**config.mk**
```make
export PLATFORM = sky130hd
export DESIGN_NAME = muldiv_unit
export DESIGN_NICKNAME = d
export VERILOG_FILES = /design/src/rtl/muldiv_unit.sv
export SDC_FILE = /design/constraint.sdc
export NUM_CORES = 1
export LEC_CHECK = 0
export CORE_ASPECT_RATIO = 0.9
export CORE_MARGIN = 10
export CORE_UTILIZATION = 53
export CTS_CLUSTER_SIZE = 40
export DETAILED_ROUTE_END_ITERATION = 8
export PLACE_DENSITY = 0.78
export SYNTH_ARGS = -nofsm -noshare
export SYNTH_HDL_FRONTEND = slang
export SYNTH_SLANG_ARGS = --single-unit
```
**constraint.sdc**
```tcl
create_clock -name clk -period 3.8 [get_ports clk]
set_input_delay 0.57 -clock clk [delete_from_list [all_inputs] [get_ports clk]]
set_output_delay 0.57 -clock clk [all_outputs]
set_load 0.01 [all_outputs]
```
**src/rtl/muldiv_unit.sv**
```systemverilog
// Iterative multiply/divide unit owning the HI/LO registers (MULT/MULTU/DIV/DIVU, MTHI/MTLO).
// Define MULDIV_FAST_MUL_EN to replace the shift-add multiply with a single-cycle multiplier.
module muldiv_unit #(
  parameter int unsigned WIDTH = 32
) (
  input  logic             clk,
  input  logic             resetn,
  input  logic             start,
  input  logic [1:0]       op,
  input  logic [WIDTH-1:0] a,
  input  logic [WIDTH-1:0] b,
  input  logic             flush,
  input  logic             hi_we,
  input  logic             lo_we,
  input  logic [WIDTH-1:0] wdata,
  output logic             busy,
  output logic             done,
  output logic [WIDTH-1:0] hi,
  output logic [WIDTH-1:0] lo
);

  localparam int unsigned CntW = $clog2(WIDTH);

  typedef enum logic [1:0] {StIdle, StCalc, StFix} state_e;

  state_e             state_q, state_d;
  logic [CntW-1:0]    cnt_q, cnt_d;
  logic [1:0]         op_q, op_d;
  logic               sa_q, sa_d, sb_q, sb_d, bz_q, bz_d;
  logic [WIDTH-1:0]   mcand_q, mcand_d;
  logic [2*WIDTH-1:0] acc_q, acc_d;
  logic [WIDTH:0]     rem_q, rem_d;
  logic [WIDTH-1:0]   hi_q, hi_d, lo_q, lo_d;
  logic               done_q, done_d;

  logic               a_neg, b_neg;
  logic [WIDTH-1:0]   a_mag, b_mag;
  logic [WIDTH:0]     mul_sum, div_shift, div_trial;
  logic [2*WIDTH-1:0] prod_mag, prod;
  logic [WIDTH-1:0]   quo, rem;

  // Signed ops (op[0]==0) work on magnitudes; signs are restored in FIX.
  assign a_neg = ~op[0] & a[WIDTH-1];
  assign b_neg = ~op[0] & b[WIDTH-1];
  assign a_mag = a_neg ? ('0 - a) : a;
  assign b_mag = b_neg ? ('0 - b) : b;

  assign mul_sum   = {1'b0, acc_q[2*WIDTH-1:WIDTH]} + (acc_q[0] ? {1'b0, mcand_q} : '0);
  assign div_shift = {rem_q[WIDTH-1:0], acc_q[WIDTH-1]};
  assign div_trial = div_shift - {1'b0, mcand_q};

`ifdef MULDIV_FAST_MUL_EN
  assign prod_mag = {{WIDTH{1'b0}}, mcand_q} * {{WIDTH{1'b0}}, acc_q[WIDTH-1:0]};
`else
  assign prod_mag = acc_q;
`endif

  assign prod = (sa_q ^ sb_q) ? ('0 - prod_mag) : prod_mag;
  assign quo  = (sa_q ^ sb_q) ? ('0 - acc_q[WIDTH-1:0]) : acc_q[WIDTH-1:0];
  assign rem  = sa_q ? ('0 - rem_q[WIDTH-1:0]) : rem_q[WIDTH-1:0];

  always_comb begin
    state_d = state_q;
    cnt_d   = cnt_q;
    op_d    = op_q;
    sa_d    = sa_q;
    sb_d    = sb_q;
    bz_d    = bz_q;
    mcand_d = mcand_q;
    acc_d   = acc_q;
    rem_d   = rem_q;
    hi_d    = hi_q;
    lo_d    = lo_q;
    done_d  = 1'b0;
    unique case (state_q)
      StIdle: begin
        if (hi_we) hi_d = wdata;
        if (lo_we) lo_d = wdata;
        if (start) begin
          op_d    = op;
          sa_d    = a_neg;
          sb_d    = b_neg;
          bz_d    = (b == '0);
          mcand_d = op[1] ? b_mag : a_mag;
          acc_d   = {{WIDTH{1'b0}}, (op[1] ? a_mag : b_mag)};
          rem_d   = '0;
          cnt_d   = '0;
          state_d = StCalc;
`ifdef MULDIV_FAST_MUL_EN
          if (!op[1]) state_d = StFix;
`endif
        end
      end
      StCalc: begin
        if (flush) begin
          state_d = StIdle;
        end else begin
          if (op_q[1]) begin
            // Restoring step: quotient bit shifts in at the bottom of acc.
            if (!div_trial[WIDTH]) begin
              rem_d = div_trial;
              acc_d = {acc_q[2*WIDTH-1:WIDTH], acc_q[WIDTH-2:0], 1'b1};
            end else begin
              rem_d = div_shift;
              acc_d = {acc_q[2*WIDTH-1:WIDTH], acc_q[WIDTH-2:0], 1'b0};
            end
          end else begin
            acc_d = {mul_sum, acc_q[WIDTH-1:1]};
          end
          cnt_d = cnt_q + CntW'(1);
          if (cnt_q == CntW'(WIDTH - 1)) state_d = StFix;
        end
      end
      StFix: begin
        state_d = StIdle;
        if (!flush) begin
          done_d = 1'b1;
          if (op_q[1]) begin
            hi_d = rem;
            lo_d = bz_q ? '1 : quo;
          end else begin
            hi_d = prod[2*WIDTH-1:WIDTH];
            lo_d = prod[WIDTH-1:0];
          end
        end
      end
      default: state_d = StIdle;
    endcase
  end

  always_ff @(posedge clk or negedge resetn) begin
    if (!resetn) begin
      state_q <= StIdle;
      cnt_q   <= '0;
      op_q    <= '0;
      sa_q    <= 1'b0;
      sb_q    <= 1'b0;
      bz_q    <= 1'b0;
      mcand_q <= '0;
      acc_q   <= '0;
      rem_q   <= '0;
      hi_q    <= '0;
      lo_q    <= '0;
      done_q  <= 1'b0;
    end else begin
      state_q <= state_d;
      cnt_q   <= cnt_d;
      op_q    <= op_d;
      sa_q    <= sa_d;
      sb_q    <= sb_d;
      bz_q    <= bz_d;
      mcand_q <= mcand_d;
      acc_q   <= acc_d;
      rem_q   <= rem_d;
      hi_q    <= hi_d;
      lo_q    <= lo_d;
      done_q  <= done_d;
    end
  end

  assign busy = (state_q != StIdle);
  assign done = done_q;
  assign hi   = hi_q;
  assign lo   = lo_q;

endmodule

```
==> results_tabular.tex <==
\begin{tabular}{lr}
\hline
Metric & Value \\
\hline
\multicolumn{2}{l}{\textbf{Placed design}} \\
Instance count after placement with tap cells included & 2592 \\
Number of port buffers & between 150 and 200 \\
HPWL after detailed placement & 43300 um \\
Total placed instance area & roughly 19000 um\^{}2 \\
RD Place Congestion & 1.03 \\
\multicolumn{2}{l}{\textbf{Logic synthesis}} \\
Nets in the synthesized netlist & around 2200 \\
Async set-reset flop share out of synthesis & 100\% \\
Proportion of synthesized area in mux cells & roughly 3.9\% \\
Number of storage elements in the synthesis netlist & 204 \\
Compound-gate portion of the synthesized area & between 20\% and 30\% \\
Synth Area per Inst & around 8 um\^{}2 \\
Synthesized-area fraction occupied by adder cells & 5.64\% \\
Top cells by area in the synthesized netlist & sky130\_fd\_sc\_hd\_\_dfrtp\_1 31\%, sky130\_fd\_sc\_hd\_\_o21ai\_0 7.1\%, sky130\_fd\_sc\_hd\_\_a21oi\_1 5.8\% \\
Synth unique cells & between 70 and 80 \\
XOR/XNOR share of the synthesized area & between 10\% and 20\% \\
Post-synthesis sequential area ratio & about a third \\
Ys flop type & sky130\_fd\_sc\_hd\_\_dfrtp\_1 \\
Netlist Area Pre-Place & around 16000 um\^{}2 \\
Most used standard cells in the synthesized netlist & 242 x sky130\_fd\_sc\_hd\_\_nand2\_1, 230 x sky130\_fd\_sc\_hd\_\_o21ai\_0, 204 x sky130\_fd\_sc\_hd\_\_dfrtp\_1 \\
Count of flip-flops with a built-in enable after synthesis & 0 \\
Cells after synthesis & approximately 2100 \\
Main combinational cell family by area after synthesis & compound AO/OA/AOI/OAI gates \\
Post-synth top area cell & sky130\_fd\_sc\_hd\_\_dfrtp\_1 \\
Simple-gate share of the synthesized area & 18.9\% \\
Synthesis Warnings & 0 \\
Most instantiated library cell after synthesis & sky130\_fd\_sc\_hd\_\_nand2\_1 \\
Area share of the largest cell type after synthesis & 31.4\% \\
\multicolumn{2}{l}{\textbf{Finish}} \\
Area added between synthesis and finish & 20.4\% \\
Final layout net count & between 2000 and 2500 \\
Antenna diodes & 0 \\
Cell area after layout & 19600 um\^{}2 \\
Fraction of final layout cells with drive strength greater than 1 & between 7 and 8\% \\
Fill count & $\sim$2600 \\
Final std cells w/o fill & roughly 2600 \\
\multicolumn{2}{l}{\textbf{Timing}} \\
Time the final worst path needs with I/O delays and setup & 3.67 ns \\
Worst-Margin Slew & between 1 and 1.5 ns \\
Setup total negative slack & 0 ns \\
Final period util & just under 100\% \\
Final count of negative-setup-slack endpoints & 0 \\
Number of hold-slack violations in the final timing report & 0 \\
Slew Viols, Final & 0 \\
Worst-case headroom to the max-slew limit & a little under a fifth \\
Max frequency & between 200 and 300 MHz \\
Worst Hold Slack & between 0.1 and 0.15 ns \\
Clk\_skew & approximately 0.02 ns \\
\multicolumn{2}{l}{\textbf{Global route}} \\
Total congestion overflow & 0 \\
Maximum number of pins on one net before global-route repair & 94 \\
Number of global-route vias before repair & about 16000 \\
GRT Total Usage & about 28\% \\
First-pass GRT wire length & 86100 um \\
Antenna violations before repair & 0 \\
\multicolumn{2}{l}{\textbf{Clock network}} \\
Clock tree from TritonCTS & done \\
CTS Buf Count & 24 \\
CTS Root Buffer Type & sky130\_fd\_sc\_hd\_\_clkbuf\_16 \\
Count of hold buffers inserted by post-cts repair & 0 \\
Count of H-tree levels built during CTS & 1 \\
Clock buffer depth & 3 \\
Clock net sink count & slightly above 200 \\
Clk Latency, worst-skew pair & 0.54 ns \\
Clock input transition at the sequential cells of the worst setup and hold paths & around 0.06 ns \\
\multicolumn{2}{l}{\textbf{Setup path}} \\
Required time at the endpoint of the critical path & between 4 and 5 ns \\
Data arrival time of the critical path & approximately 4.1 ns \\
Start-to-end type of the worst setup path & reg2reg \\
Kind of capture point of the worst setup path & flop \\
Worst Path Max Fanout & 7 \\
Kind of start point of the critical path & flop \\
\multicolumn{2}{l}{\textbf{Floorplan}} \\
Full die area & between 30000 and 40000 um\^{}2 \\
Core area & roughly 30000 um\^{}2 \\
Die X-Extent & 205 um \\
Height of the die & 186 um \\
I/O pin count & 170 \\
Initial cell density of the core & a little over half \\
Site Rows & 60 \\
\multicolumn{2}{l}{\textbf{Routing}} \\
DRC violation count after routing & 0 \\
DRC violation total after the first TritonRoute iteration & slightly below 2000 \\
Detailed-route vias per instance & 6.25 \\
Routed wire length & 55500 um \\
Antenna-violating nets left & 0 \\
Drt pass-1 iters & 8 \\
Vias post-DR & 16500 \\
Routed length per instance & around 21 um \\
\multicolumn{2}{l}{\textbf{Worst hold path}} \\
Worst Hold Class & in2async \\
\multicolumn{2}{l}{\textbf{Pwr}} \\
Switching share of power & 42.5\% \\
LEAKAGE & around 8.4 nW \\
Clock power share & 22.2\% \\
Net Switching & roughly 0.0047 W \\
Sequential share of power & around 30\% \\
Total power after layout & 0.0111 W \\
Logic pwr share & a little under half \\
Power per Cell Area & approximately 570 nW/um\^{}2 \\
Cell-internal power & roughly 0.0064 W \\
Maximum vdd drop & about 280 uV \\
\multicolumn{2}{l}{\textbf{Status}} \\
Result of the run & finished, final reports clean \\
\multicolumn{2}{l}{\textbf{Job}} \\
Max-cap viol count & 0 \\
\hline
\end{tabular}
[worst max-delay path: stages (launching register included)]
cell and delay (ns):
sky130_fd_sc_hd__dfrtp_1 0.37, sky130_fd_sc_hd__inv_1 0.08, sky130_fd_sc_hd__ha_2 0.19, sky130_fd_sc_hd__fa_2 0.21, sky130_fd_sc_hd__nor2b_1 0.06, sky130_fd_sc_hd__o31a_1 0.27
sky130_fd_sc_hd__or4_4 0.43, sky130_fd_sc_hd__a41o_4 0.30, sky130_fd_sc_hd__a31oi_4 0.28, sky130_fd_sc_hd__o31ai_4 0.14, sky130_fd_sc_hd__a221oi_4 0.40, sky130_fd_sc_hd__xnor2_4 0.17
sky130_fd_sc_hd__buf_12 0.15, sky130_fd_sc_hd__buf_4 0.17, sky130_fd_sc_hd__mux2i_1 0.24, sky130_fd_sc_hd__o21ai_1 0.08
[power by group through the flow]
stage | Combinational [W] | Clock, W | Sequential, W
floorplan | 0.00340 | 0 | 0.00316
global placement | 0.00494 | 0 | 0.00337
detailed placement | 0.00505 | 0 | 0.00340
CTS | 0.00508 | 0.00248 | 0.00336
global route | 0.00574 | 0.00256 | 0.00346
finish | 0.00524 | 0.00247 | 0.00340
[sequential cells by signal, summed over array words and instances (netlist names)]
register  count
op_q          1
cnt_q         5
done          1
mcand_q      32
sa_q          1
bz_q          1
rem_q        32
hi           32
sb_q          1
acc_q        64
lo           32
state_q       2
[worst paths after layout]
path / startpoint / to / slack [ns] / cells after the start
max in group asynchronous: resetn / lo[12] / 2.72 / 2
min in group clk: lo[4] / lo[4] / 0.48 / 2
worst min-delay path: resetn / lo[14] / 0.12 / 1
worst max-delay path: acc_q[31] / rem_q[28] / 0.13 / 15
worst max register to register: acc_q[31] / rem_q[28] / 0.13 / 15
worst min register to register: lo[4] / lo[4] / 0.48 / 2
[cells in the final DEF (no fill, tap or decap), types with 6 or more instances in the layout]
cell type	synthesis	routed
sky130_fd_sc_hd__o41ai_1	11	11
sky130_fd_sc_hd__o22ai_1	33	33
sky130_fd_sc_hd__nand4_1	16	16
sky130_fd_sc_hd__and3_1	19	19
sky130_fd_sc_hd__ha_1	70	68
sky130_fd_sc_hd__xnor2_1	102	101
sky130_fd_sc_hd__o22a_1	6	6
sky130_fd_sc_hd__a21oi_1	187	185
sky130_fd_sc_hd__nor4_1	24	23
sky130_fd_sc_hd__o211ai_1	30	30
sky130_fd_sc_hd__a211oi_1	16	15
sky130_fd_sc_hd__a21o_1	28	28
sky130_fd_sc_hd__clkdlybuf4s50_1	0	167
sky130_fd_sc_hd__a31oi_1	15	15
sky130_fd_sc_hd__nor2b_1	15	14
sky130_fd_sc_hd__o21bai_1	6	6
sky130_fd_sc_hd__nor3_1	37	37
sky130_fd_sc_hd__dfrtp_1	204	203
sky130_fd_sc_hd__xor2_1	106	106
sky130_fd_sc_hd__o21ai_1	22	22
sky130_fd_sc_hd__mux2i_1	59	59
sky130_fd_sc_hd__o21a_1	14	14
sky130_fd_sc_hd__buf_4	0	75
sky130_fd_sc_hd__nand2b_1	19	19
sky130_fd_sc_hd__and2_1	6	6
sky130_fd_sc_hd__inv_1	61	61
sky130_fd_sc_hd__or4_1	12	11
sky130_fd_sc_hd__o31ai_1	18	18
sky130_fd_sc_hd__clkbuf_16	0	26
sky130_fd_sc_hd__nor2_1	193	193
sky130_fd_sc_hd__or3_1	21	21
sky130_fd_sc_hd__o21ai_0	230	229
sky130_fd_sc_hd__nand3_1	45	45
sky130_fd_sc_hd__nand2_1	242	242
[cell families after synthesis]
| kind of cell | count (synthesis) |
|---|---|
| simple gates | 670 |
| compound gates | 665 |
| buf+inv | 186 |
| xor+xnor | 209 |
| fa+ha+maj | 72 |
| mux | 63 |
| flops | 204 |
[per-layer routing]
layer  GRT usage, %  vias up  wire length (um)
met2           42.9     1026             23300
met4           9.20        0              1690
met3           5.58      117              6750
met1           39.2     7644             23700
li1               -     7697                 -
met5              0        -                 0
[stage by stage]
stage,utilization (%),worst slack [ns]
after floorplan,-,0.186
after global placement,61.9,0.0984
after detailed placement,61.9,0.120
after CTS,64.7,0.120
after global routing,65.1,-0.0490
final,65.1,0.133
[repair_timing]
action	4_1_cts	5_1_grt
setup endpoints to repair	0	31
resized for setup	0	16
hold endpoints to repair	0	0
setup buffers	0	3
[layout make-up]
cell class                      instances  area [um^2]  share of cell area, %
Clock inverter                         10          153                  0.780
Sequential cell                       204         5110                   26.1
Timing Repair Buffer                  248         2330                   11.9
Multi-Input combinational cell       1679        10500                   53.9
Inverter                               62          233                   1.19
Clock buffer                           33          696                   3.56
Tap cell                              403          504                   2.58
(Power assumes the default switching activity.)
